`src/rtl/reaction_timer.sv`:
```
// Reaction-time game core: random pre-GO delay, ms reaction counter,
// false-start detection. Outputs feed the display and LED stages.
module reaction_timer #(
    parameter int TICK_DIV     = 50000,
    parameter int MIN_DELAY_MS = 1000
) (
    input  logic        clk,
    input  logic        reset,
    input  logic        start,
    input  logic        stop,
    output logic [13:0] value,
    output logic        led_go,
    output logic        foul,
    output logic        busy
);

    localparam int          PW   = (TICK_DIV > 1) ? $clog2(TICK_DIV) : 1;
    localparam logic [13:0] VMAX = 14'd9999;

    typedef enum logic [2:0] {IDLE, DELAY, TIMING, DONE, FOUL} state_t;

    state_t        state, state_n;
    logic          start_q, stop_q;
    logic          start_e, stop_e;
    logic [15:0]   lfsr;
    logic [PW-1:0] presc;
    logic          tick;
    logic          enter_cnt;
    logic [15:0]   delay_ms, delay_n;
    logic [13:0]   value_n;
    logic          led_go_n, foul_n, busy_n;

    assign start_e   = start & ~start_q;
    assign stop_e    = stop & ~stop_q;
    assign tick      = (presc == PW'(TICK_DIV - 1));
    // Entering a counting state restarts the ms prescaler so the first ms is full length.
    assign enter_cnt = (state_n != state) && (state_n == DELAY || state_n == TIMING);

    // One delay register per button gives a single-cycle event per press.
    always_ff @(posedge clk or posedge reset) begin
        if (reset) begin
            start_q <= 1'b0;
            stop_q  <= 1'b0;
        end else begin
            start_q <= start;
            stop_q  <= stop;
        end
    end

    // Free-running Fibonacci LFSR, taps 16,14,13,11; non-zero seed keeps it off all-zero.
    always_ff @(posedge clk or posedge reset) begin
        if (reset) lfsr <= 16'hACE1;
        else       lfsr <= {lfsr[14:0], lfsr[15] ^ lfsr[13] ^ lfsr[12] ^ lfsr[10]};
    end

    // Millisecond prescaler: wraps at TICK_DIV-1, restarted on entry to DELAY/TIMING.
    always_ff @(posedge clk or posedge reset) begin
        if (reset)                  presc <= '0;
        else if (enter_cnt || tick) presc <= '0;
        else                        presc <= presc + 1'b1;
    end

    // FSM state register.
    always_ff @(posedge clk or posedge reset) begin
        if (reset) state <= IDLE;
        else       state <= state_n;
    end

    // Next-state logic; stop wins in the active states, start wins in the rest states.
    always_comb begin
        state_n = state;
        case (state)
            IDLE, DONE, FOUL: if (start_e) state_n = DELAY;
            DELAY: begin
                if (stop_e)                           state_n = FOUL;
                else if (tick && delay_ms <= 16'd1)   state_n = TIMING;
            end
            TIMING: begin
                if (stop_e || (tick && value == VMAX - 14'd1)) state_n = DONE;
            end
            default: state_n = IDLE;
        endcase
    end

    // Output/datapath next values; the indicator outputs are decoded from next state
    // so their registers change on the same edge as the state register.
    always_comb begin
        value_n = value;
        delay_n = delay_ms;
        case (state)
            IDLE, DONE, FOUL: begin
                if (start_e) begin
                    value_n = '0;
                    delay_n = 16'(MIN_DELAY_MS) + {6'd0, lfsr[9:0]};
                end
            end
            DELAY: begin
                if (!stop_e && tick && delay_ms != 16'd0) delay_n = delay_ms - 16'd1;
                value_n = '0;
            end
            TIMING: begin
                // A tick coincident with stop still counts.
                if (tick && value < VMAX) value_n = value + 14'd1;
            end
            default: value_n = '0;
        endcase
        led_go_n = (state_n == TIMING);
        busy_n   = (state_n == DELAY) || (state_n == TIMING);
        foul_n   = (state_n == FOUL);
    end

    // Registered outputs and delay counter.
    always_ff @(posedge clk or posedge reset) begin
        if (reset) begin
            value    <= '0;
            delay_ms <= '0;
            led_go   <= 1'b0;
            busy     <= 1'b0;
            foul     <= 1'b0;
        end else begin
            value    <= value_n;
            delay_ms <= delay_n;
            led_go   <= led_go_n;
            busy     <= busy_n;
            foul     <= foul_n;
        end
    end

endmodule
```
`config.mk`:
```
export PLATFORM = sky130hd
export DESIGN_NAME = reaction_timer
export DESIGN_NICKNAME = d
export VERILOG_FILES = /design/src/rtl/reaction_timer.sv
export SDC_FILE = /design/constraint.sdc
export NUM_CORES = 1
export LEC_CHECK = 0
export CORE_AREA = 2 2 73 89
export DETAILED_ROUTE_END_ITERATION = 12
export DIE_AREA = 0 0 75 91
export DONT_BUFFER_PORTS = 1
export PLACE_DENSITY = 0.7
export SLEW_MARGIN = 5
export SYNTH_ARGS = -nofsm -noshare
export SYNTH_HDL_FRONTEND = slang
export SYNTH_SLANG_ARGS = --single-unit
```
`constraint.sdc`:
```
create_clock -name clk -period 4.3 [get_ports clk]
set_input_delay 0.43 -clock clk [delete_from_list [all_inputs] [get_ports clk]]
set_output_delay 0.43 -clock clk [all_outputs]
set_load 0.05 [all_outputs]
```
## Yosys cells after proc, flatten, opt, wreduce, memory -nomap -nowiden

Cells that the tools add are included.

| word-level totals | value |
|---|---|
| register bits after elaboration | 70 |
| output and inout bits | 17 |
| word-level logic and storage cells | 64 |

| cells by class | value |
|---|---|
| $add $sub $neg | 4 |
| magnitude comparators | 2 |
| equality and inequality tests | 13 |
| multiplexer cells | 12 |
| bitwise logic cells | 7 |
| reduce and logical (&&, ||, !) cells | 16 |

Operators by type and width:

| kind | number |
|---|---|
| $mux 16 | 3 |
| $pmux 16 s2 | 1 |
| $mux 14 | 2 |
| $pmux 14 s2 | 1 |
| $add 16x1->16 const B | 1 |
| $eq 16x16->1 const B | 1 |
| $le 16x1->1 const B | 1 |
| $reduce_bool 16->1 | 1 |
| $sub 16x1->16 const B | 1 |
| $add 14x1->14 const B | 1 |
| $eq 14x14->1 const B | 1 |
| $lt 14x14->1 const B | 1 |
| $mux 3 | 4 |
| $add 10x10->11 const A | 1 |
| $eq 3x2->1 const B | 3 |
| $pmux 3 s3 | 1 |
| $eq 3x1->1 const B | 2 |
| $eq 3x3->1 const B | 2 |
| $logic_and 1x1->1 | 6 |
| $ne 2x2->1 const B | 3 |
| $logic_not 3->1 | 1 |
| $logic_or 1x1->1 | 3 |
| $ne 3x3->1 | 1 |
| $reduce_and 3->1 | 1 |
| 7 further kinds | 11 |

## Logic depth before layout (Yosys ltp)

| depth | value |
|---|---|
| depth in word-level cells | 10 |
| gate-level depth with buffers | 10 |
| gate-level depth less buffers | 8 |

## Least setup slack after synthesis

Ideal clock, no wire load.

| timing path | value |
|---|---|
| path kind | flip-flop to flip-flop |
| start point | register value[4] |
| end point | register value[11] |
| setup time | 0.078 ns |
| arrival time | 2.189 ns |
| required time | 4.222 ns |
| slack | 2.033 ns |
| stages on the path, launching flop included | 7 |
| clock period less this slack | 2.267 ns |
| cells stage by stage | dfrtp_1 nor4_1 a21oi_1 o31ai_4 nand3_1 or3_1 a21oi_1 |

| on the way | value |
|---|---|
| word-level cells in the longest chain between the ends | 4 |
| elaborated cells on any way between the ends | 7 |

Ends and longest elaborated chain:

| what | RTL line | text |
|---|---|---|
| start, declared | 11 | `output logic [13:0] value,` |
| start signal, assigned | 121 | `value <= value_n;` |
| $lt 14x14->1 | 103 | `if (tick && value < VMAX) value_n = value + 14'd1;` |
| $logic_and 1x1->1 | 103 |  |
| $ne 2x2->1 (no source line) | - |  |
| $reduce_and 2->1 (no source line) | - |  |

Parallel ways exist; a longest one is shown, timed or not. The select of a mux whose other input is x is not followed.
A chain may end at the register's enable or synchronous reset.

## Worst setup path after layout

| timing path | value |
|---|---|
| start point | register value[4] |
| end point | register value[5] |

Same word-level chain as after synthesis.

==> results.txt <==
----------------------------------------------------
[Status]
  Outcome ... finished, final reports clean

[Finish]
  Ant diodes ... 0
  Area occupied by registers ... about 1800 um^2
  Multi-input gate area ... between 1500 and 2000 um^2
  Final non-filler cell total ... between 400 and 500
  Fillers ... a little under 500
  Layout Nets ... around 370
  Layout cells sized above 1 ... approximately 8.2%
  Area grow syn2layout ... 7.852%
  Utilization of the core after routing ... 63.42%

[Timing]
  Maximum clock rate ... approximately 0.38 GHz
  Unrepaired setup endpoints after global routing ... no
  Number of slew-limit violations in the final report ... 0
  Tightest Pin Transition ... 1.139 ns
  Final number of hold-violating endpoints ... 0
  Worst max-slew margin expressed relative to the limit ... 23.82%
  Final Skew ... ~0.0081 ns
  Final worst hold slack ... around 0.03 ns
  Final setup fails ... 0
  Sum of negative setup slack ... 0 ns
  Final critical delay including setup and external delays ... 2.629 ns
  Tcrit/Tclk final ... 61.14%

[Yosys]
  Post-synth design cell area ... 3490 um^2
  Count of warnings emitted by yosys ... 0
  Post-synthesis async set-or-reset flop share ... 100.0%
  Leading cell types by total area after synthesis ... dfrtp_1 (44%), dfstp_2 (6.0%), nor2_1 (5.6%)
  Synthesized Nets ... between 300 and 400
  Biggest area consumer among synthesized cells ... dfrtp_1
  Sequential area share after synthesis ... 50.48%
  Count of different cell masters after synthesis ... 52
  Share of the synthesized area in the top cell type ... between 40 and 50%
  Mean instance size in the synthesized netlist ... 9.693 um^2
  Post-synth EDFFs ... 0
  Post-synthesis register bit count ... 70
  Number of standard cells after synthesis ... 360
  Dominant register cell in the synthesized netlist ... dfrtp_1

[Routing]
  Count of TritonRoute iterations in the first routing pass ... 4
  Total wire length after detailed routing ... ~7000 um
  Drt via density ... between 5 and 6
  First-iteration detailed-routing DRC count ... approximately 170
  Average wire per standard cell ... 16.06 um
  DRC viols ... 0
  DR vias ... approximately 2600
  Final antenna-violating net count ... 0

[Placement]
  Cell count after placement ... about 430
  Detailed-placement wirelength estimate ... around 5000 um
  I/O Buffers ... 0
  Global placement routability congestion ... between 0.8 and 0.9

[Floorplanning]
  Horiz. Die Dim ... between 70 and 80 um
  Starting density of the core ... between 50% and 60%
  Placeable Area ... 5934 um^2
  Y dimension of the die ... roughly 91 um
  Full die area ... between 6000 and 7000 um^2
  I/O pin total ... 21
  Num rows ... 31

[Worst setup path]
  Worst R2R Setup Slack ... ~1.7 ns
  Data arrival, critical path ... roughly 2.9 ns
  Crit-path slowest cell ... dfrtp_1
  Category of the worst setup path capture point ... register
  Worst reg2reg path endpoint ... value[5]$_DFFE_PP0P_
  Launching point of the worst reg2reg path ... value[4]$_DFFE_PP0P_
  Top cell by count, worst path ... a21oi_1
  Required time at the worst-slack endpoint ... 4.57 ns
  Category of the most critical setup path ... register to register
  Cells on worst reg2reg path ... 6
  Critical Path Max Stage Delay ... roughly 0.60 ns
  Startpoint Class ... register
  Critical path, cell by cell ... nor4_1, a21oi_1, o31ai_4, nand3_1, or3_1, a21oi_1
  Max FO, Critical Path ... 9

[Global route]
  Overall fraction of global-route tracks in use ... between 20% and 30%
  Number of antenna violations at the first check in global routing ... 0
  Vias in the first global route ... around 2600
  Largest net degree at the start of global routing ... between 40 and 50
  Wire length of the first global-routing pass ... about 12000 um
  Global route overflow ... 0

[Clock tree]
  Total number of H-tree levels ... 3
  Clock buffer count from CTS ... 9
  Cell chosen for the clock root ... clkbuf_8
  Clock tree from TritonCTS ... built
  Hold-fix buffers at CTS ... 0
  Clock Path Buffers ... 2
  Clk_lat worst skew ... between 0.3 and 0.4 ns
  Resized cells post-CTS ... 0
  Sink Count ... 70
  Post-CTS setup-driven buffer insertion count ... 0
  Clock-pin slew on the worst setup and hold paths ... around 0.070 ns

[Power]
  Power density of the placed cells ... around 500 nW/um^2
  Leak ... between 1.5 and 2 nW
  Max IR drop VDD ... between 0.3 and 0.4 mV

[Flow run]
  Number of violations of the max-capacitance limit ... 0

[Worst hold path]
  Classification of the worst-slack hold path ... primary input to async pin

----------------------------------------------------
[how the worst max path moves through the flow]
stage | slack [ns] | cells after the start | endpoint | start
floorplan | 2.03 | 6 | value[11]$_DFFE_PP0P_ | value[4]$_DFFE_PP0P_
global placement | 1.68 | 6 | value[5]$_DFFE_PP0P_ | value[4]$_DFFE_PP0P_
detailed placement | 1.69 | 6 | value[5]$_DFFE_PP0P_ | value[4]$_DFFE_PP0P_
CTS | 1.66 | 7 | presc[13]$_DFF_PP0_ | value[1]$_DFFE_PP0P_
global route | 1.42 | 6 | value[11]$_DFFE_PP0P_ | value[4]$_DFFE_PP0P_
finish | 1.67 | 6 | value[5]$_DFFE_PP0P_ | value[4]$_DFFE_PP0P_
[synthesized netlist by cell type, drive strengths merged, types with 2 or more instances]
cell and instances:
and3 12, xor2 18, nand2b 7, dfrtp 62
nor3 6, o31ai 4, nor4b 2, or3 8
inv 6, a211oi 2, o211ai 2, buf 4
nand3 14, nor4 7, nand4bb 2, dfstp 8
nand4 6, nor2 52, and2 2, o21ai 20
nor2b 4, xnor2 13, and4bb 2, clkbuf 8
ha 7, o32ai 2, a22oi 2, nand2 31
or4 6, a21oi 25, nor3b 2
[flip-flops by register name (all words and copies together) (netlist names)]
signal and count:
lfsr 16, foul 1, delay_ms 16, busy 1, stop_q 1, state 3
start_q 1, value 14, led_go 1, presc 16
[power breakdown]
part	total (mW)	internal [mW]	switching [mW]
Combinational	0.483	0.160	0.323
Clock	0.586	0.341	0.245
Sequential	0.841	0.735	0.105
Total	1.91	1.24	0.673
[logic make-up (layout without fill, tap and decap cells)]
family | after synthesis | in the layout | share of synthesized area [%]
fa+ha+maj | 7 | 7 | 2.510
compound gates | 69 | 69 | 12.30
xor+xnor | 31 | 31 | 7.781
buf+inv | 18 | 23 | 2.115
flops | 70 | 70 | 50.48
simple gates | 165 | 165 | 24.81
[cells in the final DEF (no fill, tap or decap), types with 2 or more instances in the layout]
| cell type | n |
|---|---|
| or4_1 | 6 |
| o32ai_1 | 2 |
| a21oi_1 | 25 |
| nor3b_1 | 2 |
| a211oi_1 | 2 |
| and2_1 | 2 |
| a22oi_1 | 2 |
| nor2b_1 | 4 |
| nor2_1 | 52 |
| dfstp_2 | 8 |
| and3_1 | 12 |
| nor4_1 | 6 |
| xor2_1 | 18 |
| o211ai_1 | 2 |
| nand2_1 | 31 |
| clkbuf_8 | 10 |
| nor3_1 | 6 |
| nand3_1 | 14 |
| nand4bb_1 | 2 |
| o31ai_1 | 3 |
| clkinv_2 | 2 |
| ha_1 | 7 |
| clkbuf_1 | 2 |
| inv_1 | 5 |
| bufinv_16 | 2 |
| nand4_1 | 5 |
| nand2b_1 | 7 |
| o21ai_0 | 20 |
| xnor2_1 | 13 |
| or3_1 | 8 |
| dfrtp_1 | 62 |
[per-stage QoR]
step	cell area, um^2	total power [mW]	setup WS (ns)
global placement	3548	1.309	1.676
global route	3764	2.029	1.424
floorplan	3490	1.233	2.033
finish	3764	1.910	1.671
detailed placement	3548	1.331	1.690
CTS	3764	1.916	1.662
[worst max-delay path: cells and delay by family (launching register included)]
family             cells  cell delay, ns
AOI/OAI and AO/OA      3            0.68
DFF                    1            0.60
and+or+nand+nor        3            1.28
[per-layer routing]
| metal | up-vias | share of wire (%) | GRT usage (%) | routed length [um] |
|---|---|---|---|---|
| met2 | 42 | 52 | 39.47 | 3732 |
| met3 | 14 | 2.5 | 4.772 | 180 |
| met5 | - | 0 | 0 | 0 |
| met4 | 0 | 1.8 | 8.333 | 131 |
| li1 | 1268 | - | - | - |
| met1 | 1297 | 44 | 29.21 | 3136 |
[final cells by class]
cell class	instances	share of cell area, %
Timing Repair Buffer	1	0.1995
Multi-Input combinational cell	272	43.95
Inverter	6	0.5984
Tap cell	82	2.726
Clock inverter	4	1.862
Clock buffer	12	3.856
Sequential cell	70	46.81
Note: power is estimated with default switching activity, not from simulation.
